## src/rtl/cpu_cycle_sequencer_pkg.sv

```systemverilog
// cpu_cycle_sequencer_pkg: state codes and button indices shared by the instruction-cycle sequencer
package cpu_cycle_sequencer_pkg;
  typedef enum logic [1:0] {
    SEQ_RUN  = 2'd0,
    SEQ_WAIT = 2'd1,
    SEQ_LOAD = 2'd2
  } seq_state_t;
  localparam int BTN_PAUSE  = 0;
  localparam int BTN_STEP   = 1;
  localparam int BTN_CANCEL = 2;
endpackage

```

## src/rtl/cpu_cycle_sequencer_input_conditioner.sv

```systemverilog
// cpu_cycle_sequencer_input_conditioner: synchronises, debounces and rise-detects one async button
module cpu_cycle_sequencer_input_conditioner #(
  parameter int DEB_MAX  = 250000,
  parameter int SYNC_LEN = 2
) (
  input  logic Clock,
  input  logic Reset,
  input  logic i_async,
  output logic o_rise
);
  localparam int DW = $clog2(DEB_MAX + 1);
  logic [SYNC_LEN-1:0] r_sync;
  logic [DW-1:0]       r_cnt;
  logic                r_deb;
  logic                w_s;
  logic                w_diff;
  logic                w_accept;
  assign w_s      = r_sync[SYNC_LEN-1];
  assign w_diff   = w_s != r_deb;
  // a new level is accepted once it has differed from the debounced one for DEB_MAX cycles
  assign w_accept = w_diff && (r_cnt == DW'(DEB_MAX - 1));
  always_ff @(posedge Clock) begin
    if (Reset) begin
      r_sync <= '0;
      r_cnt  <= '0;
      r_deb  <= 1'b0;
      o_rise <= 1'b0;
    end else begin
      r_sync <= (r_sync << 1) | SYNC_LEN'(i_async);
      r_cnt  <= (!w_diff || w_accept) ? '0 : r_cnt + DW'(1);
      r_deb  <= w_accept ? w_s : r_deb;
      o_rise <= w_accept && w_s;
    end
  end
endmodule

```

## src/rtl/cpu_cycle_sequencer.sv

```systemverilog
// cpu_cycle_sequencer: issues the one-cycle go enable per instruction, stalling on Din reads
module cpu_cycle_sequencer
  import cpu_cycle_sequencer_pkg::*;
#(
  parameter int CNT_MAX  = 12500000,
  parameter int DEB_MAX  = 250000,
  parameter int SYNC_LEN = 2
) (
  input  logic       Clock,
  input  logic       Reset,
  input  logic       Turbo,
  input  logic       Sample,
  input  logic [2:0] Btns,
  input  logic [7:0] Din,
  input  logic       wait_req,
  output logic       go,
  output logic       din_load,
  output logic [7:0] din_q,
  output logic       Dval,
  output logic [3:0] Debug
);
  localparam int CW = $clog2(CNT_MAX + 1);
  seq_state_t          r_state;
  seq_state_t          w_state_nxt;
  logic [CW-1:0]       r_cnt;
  logic [SYNC_LEN-1:0] r_turbo_sync;
  logic [7:0]          r_din_sync [SYNC_LEN];
  logic                r_paused;
  logic [3:0]          w_raw;
  logic [3:0]          w_rise;
  logic                w_turbo_s;
  logic [7:0]          w_din_s;
  logic                w_sample_rise;
  logic                w_pause_rise;
  logic                w_step_rise;
  logic                w_cancel_rise;
  logic                w_tick;
  logic                w_opp;
  logic                w_take;
  logic                w_go_nxt;
  logic                w_load_nxt;
  logic                w_dval_nxt;
  logic [7:0]          w_dinq_nxt;
  assign w_raw = {Btns, Sample};
  for (genvar i = 0; i < 4; i++) begin : g_cond
    cpu_cycle_sequencer_input_conditioner #(
      .DEB_MAX (DEB_MAX),
      .SYNC_LEN(SYNC_LEN)
    ) u_cond (
      .Clock  (Clock),
      .Reset  (Reset),
      .i_async(w_raw[i]),
      .o_rise (w_rise[i])
    );
  end
  assign w_sample_rise = w_rise[0];
  assign w_pause_rise  = w_rise[1+BTN_PAUSE];
  assign w_step_rise   = w_rise[1+BTN_STEP];
  assign w_cancel_rise = w_rise[1+BTN_CANCEL];
  assign w_turbo_s     = r_turbo_sync[SYNC_LEN-1];
  assign w_din_s       = r_din_sync[SYNC_LEN-1];
  assign w_tick        = r_cnt == '0;
  // a step arriving with a pause toggle is dropped
  assign w_opp  = r_paused ? (w_step_rise && !w_pause_rise) : (w_tick || w_turbo_s);
  assign w_take = w_sample_rise || w_cancel_rise;
  assign Debug  = {r_paused, r_state, w_turbo_s};
  always_ff @(posedge Clock) begin
    if (Reset) r_state <= SEQ_RUN;
    else r_state <= w_state_nxt;
  end
  always_comb begin
    w_state_nxt = r_state == SEQ_RUN  ? ((w_opp && wait_req) ? SEQ_WAIT : SEQ_RUN) :
                  r_state == SEQ_WAIT ? (w_take ? SEQ_LOAD : SEQ_WAIT) : SEQ_RUN;
  end
  always_comb begin
    w_load_nxt = (r_state == SEQ_WAIT) && w_take;
    w_go_nxt   = ((r_state == SEQ_RUN) && w_opp && !wait_req) || w_load_nxt;
    w_dval_nxt = ((r_state == SEQ_RUN) && w_opp && wait_req) ? 1'b0 :
                 (r_state == SEQ_LOAD) ? 1'b1 : Dval;
    w_dinq_nxt = w_load_nxt ? (w_sample_rise ? w_din_s : 8'h00) : din_q;
  end
  always_ff @(posedge Clock) begin
    if (Reset) begin
      r_cnt        <= '0;
      r_turbo_sync <= '0;
      for (int k = 0; k < SYNC_LEN; k++) r_din_sync[k] <= 8'h00;
      r_paused     <= 1'b0;
      go           <= 1'b0;
      din_load     <= 1'b0;
      din_q        <= 8'h00;
      Dval         <= 1'b1;
    end else begin
      r_cnt         <= (r_cnt == CW'(CNT_MAX)) ? '0 : r_cnt + CW'(1);
      r_turbo_sync  <= (r_turbo_sync << 1) | SYNC_LEN'(Turbo);
      r_din_sync[0] <= Din;
      for (int k = 1; k < SYNC_LEN; k++) r_din_sync[k] <= r_din_sync[k-1];
      r_paused      <= r_paused ^ w_pause_rise;
      go            <= w_go_nxt;
      din_load      <= w_load_nxt;
      din_q         <= w_dinq_nxt;
      Dval          <= w_dval_nxt;
    end
  end
endmodule
```

## config.mk

```make
export PLATFORM = sky130hd
export DESIGN_NAME = cpu_cycle_sequencer
export DESIGN_NICKNAME = d
export VERILOG_FILES = /design/src/rtl/cpu_cycle_sequencer_pkg.sv /design/src/rtl/cpu_cycle_sequencer_input_conditioner.sv /design/src/rtl/cpu_cycle_sequencer.sv
export SDC_FILE = /design/constraint.sdc
export NUM_CORES = 1
export LEC_CHECK = 0
export CORE_MARGIN = 1.5
export CORE_UTILIZATION = 55
export DETAILED_ROUTE_END_ITERATION = 7
export PLACE_DENSITY = 0.71
export SYNTH_ARGS = -nofsm -noshare
export SYNTH_HDL_FRONTEND = slang
export SYNTH_HIERARCHICAL = 1
export SYNTH_SLANG_ARGS = --single-unit
```

## constraint.sdc

```tcl
create_clock -name Clock -period 3 [get_ports Clock]
set_clock_uncertainty 0.15 [all_clocks]
set_input_delay 0.9 -clock Clock [delete_from_list [all_inputs] [get_ports Clock]]
set_output_delay 0.9 -clock Clock [all_outputs]
set_load 0.02 [all_outputs]
```

==> impl_metrics.csv <==
group,metric,value,unit
layout,design.final.nets,701,
route,routed_via_count_divided_by_cell_count,5.58,
clocking,clock_insertion_delay_worst_skew,0.53,ns
layout,layout.filler_cells,897,
synth,synth.cell_area,6090,µm²
synth,synthFlopType,"dfxtp_1",
route,route.top_layer_used,"met4",
pwr,vdd_ir_drop_max,454,µV
clocking,cts_root_buffer,"clkbuf_8",
route,ant_nets,0,
clocking,cts_buffer_depth,2,
critical_path,reg2reg_slack,0.78,ns
timing,finalWorstSetupSlack,0.399,ns
timing,maxSlewViolCount,0,
layout,antenna_cells_inserted,0,
critical_path,crit_slowest_cell,"clkdlybuf4s50_1",
clocking,cts_htree_levels,4,
timing,slew-limit-headroom,40.2,%
min_path,worstHoldPathType,"reg2reg",
layout,multi_input_area,2980,µm²
clocking,tritoncts,"yes",
synth,synth_seq_cells,144,
die,floorplan.die.height,108,µm
critical_path,path_max_fanout,4,
place,placedCellCount,800,
critical_path,critPathArrivalTime,1.55,ns
critical_path,cp_data_required_time,1.95,ns
route,met3_length,397,µm
critical_path,worst_path_dominant_cell_family,"buffers and inverters",
clocking,cts-resized-gates,0,
clocking,cts.repair_timing.setup_buffer_count,0,
die,fp.dieArea,11700,µm²
layout,final_layout_size_suffix_gt1_share,7.53,%
status,result_of_the_run,"finished, final reports clean",
critical_path,crit_path_start_kind,"register",
layout,area.sequential,2880,µm²
clocking,cts.clk_slew.worst_paths,0.06,ns
die,i_o_pins,31,
grt,grt_antenna_before_repair,0,
timing,totalNegativeSetupSlack,0,ns
critical_path,timing.critical_path.slowest_cell_delay,0.63,ns
route,remaining_drc_errors,0,
synth,syn_avg_cell_area,9.37,µm²
timing,layout_worst_path_cycle_share,86.7,%
pwr,p_leak,2.24,nW
synth,synth.yosys.seq_area_share,47.3,%
layout,final_util,64.5,%
pwr,power.density_cell_area,573,nW/µm²
critical_path,crit_chain,"clkdlybuf4s50_1",
place,gp_routability_congestion,0.786,
critical_path,setup.worst_path.class,"reg2out",
synth,netlist-cell-type-count,41,
critical_path,type_of_destination_of_the_critical_path,"primary output",
synth,ys.warnings.count,6,
die,coreArea,10800,µm²
layout,flow.area_growth_from_synthesis,14.9,%
timing,final_hold_viol_count,0,
route,detail_route.wirelength.met1,5500,µm
timing,rsz0062_at_grt,"false",
synth,synth_cells,650,
critical_path,crit_buf_inv,1,
die,initial_core_util,56.2,%
route,firstDrtPassIters,5,
timing,max_clock_freq,0.385,GHz
synth,synth-edff-count,0,
grt,grt_max_degree,27,
timing,worst_margin_slew,0.891,ns
grt,global_route.usage.total,21.5,%
synth,syn_nets,672,
grt,grt.overflow.total,0,
route,met2WireLength,5390,µm
route,routed_wire_length_per_instance,13.8,µm
synth,synthArstFlopShare,0,%
die,die_x,108,µm
clocking,cts_num_sinks,144,
layout,layout_commonest_cell,"dfxtp_1",
clocking,cts_buffers,17,
timing,report.final.setup_viol,0,
place,post-dp-hpwl,7880,µm
place,place_worst_setup_slack,0.735,ns
die,placementRows,38,
route,finalWirelength,11500,µm
route,drt_first_iter_violations,271,
clocking,cts_hold_buffers,0,
route,vias,4633,
layout,final-instance-count-excl-fill,831,
job,maxCapViolCount,0,
layout,most-common-layout-cells,"dfxtp_1, nor2_1, xnor2_1",
timing,timing.final.crit_period,2.60,ns
grt,grt_pass1_wl,19800,µm
grt,number_of_global_route_vias_before_repair,4383,
place,port_buffers,30,
cell families after synthesis:
kind of cell             after synthesis  synth area share (%)
adder cells (fa/ha/maj)                6                  1.23
flip-flops                           144                  47.3
buffers and inverters                 45                  3.68
XOR/XNOR                              76                  10.9
AND/OR/NAND/NOR                      321                  30.5
AO/OA/AOI/OAI                         58                  6.37
Yosys cell counts (9+ instances only):
| cell type | count | share of area [%] |
|---|---|---|
| a21oi_1 | 19 | 1.6 |
| buf_2 | 11 | 0.90 |
| dfxtp_1 | 144 | 47 |
| inv_1 | 22 | 1.4 |
| nand2_1 | 23 | 1.4 |
| nand3_1 | 29 | 2.4 |
| nand4_1 | 19 | 2.0 |
| nor2_1 | 101 | 6.2 |
| nor2b_1 | 27 | 2.8 |
| nor3_1 | 18 | 1.5 |
| nor4_1 | 32 | 3.3 |
| nor4b_1 | 10 | 1.4 |
| o21ai_0 | 10 | 0.82 |
| o31ai_1 | 10 | 1.2 |
| or3_1 | 13 | 1.3 |
| or4_1 | 9 | 1.1 |
| xnor2_1 | 63 | 9.1 |
| xor2_1 | 13 | 1.9 |
flip-flops by register name (all words and copies together) (netlist names), 2 cells and up:
signal	cells
din_q	8
g_cond.u_cond/o_rise	4
g_cond.u_cond/r_cnt	72
g_cond.u_cond/r_deb	4
g_cond.u_cond/r_sync	8
r_cnt	24
r_din_sync	16
r_state	2
r_turbo_sync	2
final timing paths:
path	startpoint	to	depth (start not counted)
hold reg to reg	r_din_sync[0][1]	r_din_sync[0][9]	1
setup / recovery	r_paused	Debug[3]	1
setup reg to reg	r_cnt[0]	r_cnt[4]	7
hold / removal	r_din_sync[0][1]	r_din_sync[0][9]	1
final cells by class:
cell class / instances / share of cell area (%)
Inverter: 22 / 1.18
Sequential cell: 144 / 41.2
Multi-Input combinational cell: 461 / 42.7
Clock inverter: 10 / 1.63
Tap cell: 140 / 2.50
Clock buffer: 21 / 6.28
Timing Repair Buffer: 33 / 4.54
through the flow:
step	cell area (µm²)	total power, mW	hold slack (ns)
4_1_cts	7000	4.06	0.286
3_5_place_dp	6440	2.10	0.272
3_3_place_gp	6440	2.10	0.269
5_1_grt	7000	4.15	0.298
2_1_floorplan	6090	2.05	0.264
6_report	7000	4.01	0.282
routing by layer:
layer | track usage [%] | vias up
met2 | 34.1 | 79
met3 | 6.45 | 13
met5 | 0 | -
li1 | - | 2348
met1 | 26.9 | 2193
met4 | 9.59 | 0
where the power goes:
part / internal, mW / leakage, nW / total [mW] / switching (mW)
logic: 0.0520 / 0.813 / 0.106 / 0.0541
registers: 1.94 / 1.17 / 1.95 / 0.0147
clock network: 1.19 / 0.260 / 1.95 / 0.752
No activity file was read; power rests on OpenSTA's default activity.
